File: src/rtl/vga_timing_controller.sv
`default_nettype none
// ============================================================================
// Module      : vga_timing_controller
// Description : Frame sequencer for a pixel-clock video pipe. A horizontal
//               pixel counter and a vertical line counter are decoded against
//               programmable compare points into blank, hsync and vsync.
//               The host writes shadow timing registers; a commit makes them
//               active atomically at the next frame wrap.
// Revision    : 1.0 - initial release
// ============================================================================
module vga_timing_controller #(
  parameter int   C         = 10,
  parameter logic SYNC_POL  = 1'b0,
  parameter int   H_S_BLANK = 640,
  parameter int   H_S_SYNC  = 656,
  parameter int   H_R_SYNC  = 752,
  parameter int   H_TOTAL   = 800,
  parameter int   V_S_BLANK = 480,
  parameter int   V_S_SYNC  = 490,
  parameter int   V_R_SYNC  = 492,
  parameter int   V_TOTAL   = 525
) (
  input  logic         clk,
  input  logic         rst,
  input  logic         en,
  input  logic         cfg_we,
  input  logic [2:0]   cfg_addr,
  input  logic [C-1:0] cfg_data,
  input  logic         cfg_commit,
  output logic         cfg_pending,
  output logic [C-1:0] h_count,
  output logic [C-1:0] v_count,
  output logic         blank,
  output logic         hsync,
  output logic         vsync,
  output logic         line_start,
  output logic         frame_start
);

  // Register file indices (cfg_addr map)
  localparam int R_H_S_BLANK = 0;
  localparam int R_H_S_SYNC  = 1;
  localparam int R_H_R_SYNC  = 2;
  localparam int R_H_TOTAL   = 3;
  localparam int R_V_S_BLANK = 4;
  localparam int R_V_S_SYNC  = 5;
  localparam int R_V_R_SYNC  = 6;
  localparam int R_V_TOTAL   = 7;

  localparam logic [C-1:0] ONE = C'(1);

  function automatic logic [C-1:0] reg_default(input int idx);
    case (idx)
      R_H_S_BLANK: return C'(H_S_BLANK);
      R_H_S_SYNC:  return C'(H_S_SYNC);
      R_H_R_SYNC:  return C'(H_R_SYNC);
      R_H_TOTAL:   return C'(H_TOTAL);
      R_V_S_BLANK: return C'(V_S_BLANK);
      R_V_S_SYNC:  return C'(V_S_SYNC);
      R_V_R_SYNC:  return C'(V_R_SYNC);
      default:     return C'(V_TOTAL);
    endcase
  endfunction

  logic [C-1:0] act_q   [8];
  logic [C-1:0] shd_q   [8];
  logic [C-1:0] act_nxt [8];

  logic [C-1:0] h_lim;
  logic [C-1:0] v_lim;
  logic [C-1:0] h_nxt;
  logic [C-1:0] v_nxt;
  logic         h_wrap;
  logic         f_wrap;
  logic         apply;
  logic         blank_nxt;
  logic         hs_on;
  logic         vs_on;

  // Next counts, commit decision and decodes of the post-edge state, so the
  // registered outputs line up with the counts they describe
  always_comb begin
    // A total of zero is treated as one: the limit saturates at 0
    h_lim = (act_q[R_H_TOTAL] == '0) ? '0 : act_q[R_H_TOTAL] - ONE;
    v_lim = (act_q[R_V_TOTAL] == '0) ? '0 : act_q[R_V_TOTAL] - ONE;

    // ">=" rather than "==" so a total shrunk below the current count still wraps
    h_wrap = (h_count >= h_lim);
    f_wrap = h_wrap && (v_count >= v_lim);

    h_nxt = h_wrap ? '0 : h_count + ONE;
    v_nxt = v_count;
    if (h_wrap) begin
      v_nxt = f_wrap ? '0 : v_count + ONE;
    end

    // A commit arriving on the wrap edge itself is honoured at that wrap
    apply = f_wrap && (cfg_pending || cfg_commit);
    for (int i = 0; i < 8; i++) begin
      act_nxt[i] = apply ? shd_q[i] : act_q[i];
    end

    blank_nxt = (h_nxt >= act_nxt[R_H_S_BLANK]) || (v_nxt >= act_nxt[R_V_S_BLANK]);
    hs_on     = (h_nxt >= act_nxt[R_H_S_SYNC]) && (h_nxt < act_nxt[R_H_R_SYNC]);
    vs_on     = (v_nxt >= act_nxt[R_V_S_SYNC]) && (v_nxt < act_nxt[R_V_R_SYNC]);
  end

  // Counters, active timing set, pending flag and registered decodes
  always_ff @(posedge clk or posedge rst) begin
    if (rst) begin
      h_count     <= '0;
      v_count     <= '0;
      blank       <= 1'b0;
      hsync       <= ~SYNC_POL;
      vsync       <= ~SYNC_POL;
      line_start  <= 1'b0;
      frame_start <= 1'b0;
      cfg_pending <= 1'b0;
      for (int i = 0; i < 8; i++) begin
        act_q[i] <= reg_default(i);
      end
    end else if (en) begin
      h_count     <= h_nxt;
      v_count     <= v_nxt;
      blank       <= blank_nxt;
      hsync       <= hs_on ? SYNC_POL : ~SYNC_POL;
      vsync       <= vs_on ? SYNC_POL : ~SYNC_POL;
      line_start  <= h_wrap;
      frame_start <= f_wrap;
      if (apply) begin
        cfg_pending <= 1'b0;
      end else if (cfg_commit) begin
        cfg_pending <= 1'b1;
      end
      for (int i = 0; i < 8; i++) begin
        act_q[i] <= act_nxt[i];
      end
    end else begin
      line_start  <= 1'b0;
      frame_start <= 1'b0;
    end
  end

  // Host shadow registers; writable regardless of en. The copy into the
  // active set reads the pre-write value, so a coincident write stays here.
  always_ff @(posedge clk or posedge rst) begin
    if (rst) begin
      for (int i = 0; i < 8; i++) begin
        shd_q[i] <= reg_default(i);
      end
    end else if (cfg_we) begin
      shd_q[cfg_addr] <= cfg_data;
    end
  end

endmodule
`default_nettype wire
File: config.mk
export PLATFORM = sky130hd
export DESIGN_NAME = vga_timing_controller
export DESIGN_NICKNAME = d
export VERILOG_FILES = /design/src/rtl/vga_timing_controller.sv
export SDC_FILE = /design/constraint.sdc
export NUM_CORES = 1
export LEC_CHECK = 0
export CAP_MARGIN = 20
export CORE_MARGIN = 2
export CORE_UTILIZATION = 44
export DETAILED_ROUTE_END_ITERATION = 8
export PLACE_DENSITY_LB_ADDON = 0.05
export SLEW_MARGIN = 20
export SYNTH_ARGS = -nofsm -noshare
export SYNTH_HDL_FRONTEND = slang
export SYNTH_SLANG_ARGS = --single-unit
File: constraint.sdc
create_clock -name clk -period 5.8 [get_ports clk]
set_input_delay 1.16 -clock clk [delete_from_list [all_inputs] [get_ports clk]]
set_output_delay 1.16 -clock clk [all_outputs]
set_load 0.05 [all_outputs]
==> metrics.md, run 1 <==
| Metric | Value |
|---|---|
| Min-delay worst type | reg2reg |
| Syn_nets | 960 |
| Final HPWL DP | 17300 um |
| Post-synthesis mux area share | 0.252 |
| Cells after synthesis | 858 |
| Finished Cell Area | 12000 um^2 |
| Worst skew pair latency | 440 ps |
| Setup CP Type | reg2reg |
| Main combinational cell family by area after synthesis | multiplexers |
| XOR/XNOR share of the synthesized area | 0.0163 |
| Critical Path AT | ~5700 ps |
| Antenna Violating Nets Remaining | 0 |
| Synthesis-stage register bit count | about 190 |
| # Post-CTS Setup Buffers | 0 |
| Worst path required time | about 6100 ps |
| Reg2Reg Launch Point | act_q[42] |
| Last weighted congestion value of the routability-driven placer | roughly 0.8 |
| Netlist Area Pre-Place | ~11000 um^2 |
| CP cell instances | or4_1 -> or4_1 -> nor3_1 -> a21oi_1 -> ha_1 -> and4_1 -> nand2_1 -> a21oi_2 -> a211o_2 -> o211ai_1 -> buf_12 -> mux2_1 -> ha_1 -> nand2b_1 -> a21oi_1 -> nor2b_1 -> o21ai_0 -> a21oi_1 -> a2111oi_0 -> o311ai_0 |
| N_diodes | 0 |
| Worst stage delay on the critical path | 620 ps |
| Drt pass-1 iters | 5 |
| Switching power | around 0.0023 W |
| R2r setup slk | approximately 430 ps |
| Power density over cell area | ~480 nW/um^2 |
| Hold Crit Start | shd_q[6] |
| Post-synthesis adder-cell area fraction | 0.0980 |
| Leak | 5.53 nW |
| CTS max path bufs | 2 |
| Sequential Power Share | 0.339 |
| Clock power frac | 0.204 |
| Maximum vdd drop | 0.186 mV |
| RSZ-0062 raised after global routing | no |
| Vias | 6822 |
| Most common cell on crit path | a21oi_1 |
| Via density | roughly 5.5 |
| Layout cells sized above 1 | 0.318 |
| Fin crit period | 5370 ps |
| CTS tree | done |
| Combinational Power Share | 0.457 |
| Vias in the first global route | 6952 |
| Fin. max-slew vios | 0 |
| CP Capture Type | register |
| Congestion Overflow GR | 0 |
| Area post-placement | 11400 um^2 |
| Max cap viols | 0 |
| First-pass GRT wire length | about 40000 um |
| Port Buffers | 43 |
| Layout Nets | approximately 1000 |
| CTS resizes | 0 |
| Avg WL per Cell | roughly 21 um |
| Drt drc | 0 |
| Chip width | 160 um |
| Synth unique cells | 66 |
| Clock Sinks | 186 |
| Synth area leaders | dfrtp_1, dfstp_2, mux2_4 |
| Status | complete, no violations |
| P&R area growth vs syn | 12.0% |
| Hold buffers post-CTS | 0 |
| Worst rel slew slack | 0.201 |
| Fill cell count | 2181 |
| EDFF count, synth | 0 |
| Max Clock Skew | 9.17 ps |
| Mean Syn Cell Area | 12.5 um^2 |
| Buf/Inv on CP | 1 |
| Synth Area in Simple Gates | 0.0845 |
| Initial antenna violation count | 1 |
| Maximum clock rate | 0.186 GHz |
| Overall routed net length | around 26000 um |
| Crit Path Max Fanout | 32 |
| Worst r2r path cells | 20 |
| Share of the synthesized area in the top cell type | 0.275 |
| Final setup viols | 0 |
| Hold Path Stages | 1 |
| GRT Total Usage | 0.207 |
| Top FF cell, synth | dfrtp_1 |
| Sw frac | 0.392 |
| Num CTS Buffers | 17 |
| Setup TNS Final | 0 ps |
| Yosys top cell by area | dfrtp_1 |
| R2R Path End | blank |
| Initial core utilization | 0.445 |
| Delay-heaviest family, CP | compound AO/OA/AOI/OAI gates |
| Pin count of the biggest net entering global routing | about 190 |
| Core Footprint | approximately 24000 um^2 |
| Crit path launch type | register |
| # IOs | 44 |
| P_int | 0.00350 W |
| Die Area | around 26000 um^2 |
| Fin. Hold Viols | 0 |
| Post-synth top cells | dfrtp_1, ha_1, mux2_2 |
| Register area share after synthesis | 0.442 |
| Die Ht | 160 um |
| Period utilisation layout | 0.926 |
| Cell with the most instances after synthesis | dfrtp_1 |
| Iteration-0 DRC Markers | 429 |
| Min-Delay Endpoint | act_q[6] |
| Compound-Gate Fraction of Synth Area | 0.0738 |
| Slowest CP cell | or4_1 |
| Slew @ Worst Pin | between 1000 and 1500 ps |
| Clock-pin slew on the worst setup and hold paths | 70 ps |
| Asr flop ratio synth | 1.00 |
| WP depth | 20 |
| Clk root buf | clkbuf_16 |
| CTS HTree Levels | 4 |
| Synth warn | 0 |
| Row count | between 50 and 60 |
[worst max-delay path by stage]
stage                   start  endpoint  slack (ps)
CTS                 act_q[42]     blank         360
floorplan           act_q[42]     blank        1280
global route         act_q[4]     blank          20
finish              act_q[42]     blank         430
detailed placement  act_q[42]     blank         400
global placement    act_q[42]     blank         490
[cell type report]
class	count	area, um^2	share of cell area
inverter	14	56.3	0.00469
timing repair buffer	59	601	0.0500
sequential	186	4740	0.394
clock inverter	13	135	0.0112
tap	324	405	0.0337
clock buffer	19	443	0.0369
multi-input combinational	625	5640	0.469
[layout by cell type (no fill, tap or decap), drive strengths merged, types with 2 or more instances in the layout]
| cell | count |
|---|---|
| inv | 19 |
| nor4 | 4 |
| a31oi | 4 |
| nor2 | 35 |
| o211ai | 4 |
| a21oi | 30 |
| clkinvlp | 4 |
| nand4b | 5 |
| ha | 84 |
| nand2b | 16 |
| nand4 | 6 |
| nor3b | 3 |
| a31o | 2 |
| buf | 16 |
| mux2 | 165 |
| dfrtp | 118 |
| dfstp | 68 |
| o31ai | 10 |
| o311ai | 2 |
| nor4b | 2 |
| nand2 | 48 |
| a211oi | 5 |
| o22ai | 2 |
| a21o | 5 |
| o21ai | 53 |
| nand3 | 17 |
| nor2b | 7 |
| nor3 | 11 |
| xor2 | 10 |
| or3 | 2 |
| clkinv | 3 |
| clkdlybuf4s50 | 43 |
| o21a | 3 |
| xnor2 | 10 |
| a211o | 2 |
| or4 | 3 |
| mux2i | 54 |
| and3 | 9 |
| clkbuf | 19 |
[kinds of logic (layout without fill, tap and decap cells)]
group / after synthesis / after routing
adder cells (fa/ha/maj): 84 / 84
multiplexers: 219 / 219
buffers and inverters: 47 / 105
XOR/XNOR: 20 / 20
flip-flops: 186 / 186
AND/OR/NAND/NOR: 172 / 172
AO/OA/AOI/OAI: 130 / 130
[power groups by stage]
stage	registers (W)	logic (W)	clock network [W]
final	0.00195	0.00263	0.00117
after global routing	0.00201	0.00294	0.00125
after CTS	0.00195	0.00265	0.00120
after detailed placement	0.00197	0.00263	0
after global placement	0.00196	0.00256	0
after floorplan	0.00203	0.00189	0
[worst reg2reg max path: stages (launching register included)]
cell and delay (ps):
dfrtp_1 430, or4_1 620, or4_1 450, nor3_1 170, a21oi_1 70, ha_1 280, and4_1 190, nand2_1 90
a21oi_2 40, a211o_2 420, o211ai_1 210, buf_12 290, mux2_1 370, ha_1 270, nand2b_1 140, a21oi_1 140
nor2b_1 60, o21ai_0 150, a21oi_1 80, a2111oi_0 580, o311ai_0 190
[metal layers]
layer | part of all wire | GRT usage | vias up | wire length (um)
met5 | 0 | 0 | - | 0
met4 | 0.016 | 0.0500 | 0 | 422
met3 | 0.031 | 0.0319 | 23 | 788
met2 | 0.44 | 0.316 | 122 | 11300
met1 | 0.51 | 0.310 | 3425 | 13000
li1 | - | - | 3252 | -
[stage by stage]
step | std cells | hold slack (ps) | utilization | power [W] | setup slack [ps]
floorplan | 858 | 473 | - | 0.00392 | 1280
global placement | 1208 | 484 | 0.474 | 0.00452 | 487
detailed placement | 1208 | 492 | 0.474 | 0.00460 | 396
CTS | 1240 | 504 | 0.498 | 0.00580 | 365
global route | 1240 | 521 | 0.498 | 0.00620 | 21.9
finish | 1240 | 502 | 0.498 | 0.00576 | 428
[sequential cells by signal, indices dropped and copies added, names as in the netlist]
register     count
hsync            1
frame_start      1
h_count         10
cfg_pending      1
act_q           80
blank            1
shd_q           80
line_start       1
vsync            1
v_count         10
No activity file was read; power rests on OpenSTA's default activity.
==> run 2, diff against run 1 <==
--- a/config.mk
+++ b/config.mk
@@ -10,6 +10,7 @@
 export CORE_UTILIZATION = 44
 export DETAILED_ROUTE_END_ITERATION = 8
 export PLACE_DENSITY_LB_ADDON = 0.05
+export SKIP_LAST_GASP = 1
 export SLEW_MARGIN = 20
 export SYNTH_ARGS = -nofsm -noshare
 export SYNTH_HDL_FRONTEND = slang
==> results of run 2 <==
No change in the layout: final DEF, timing and power equal those of run 1.
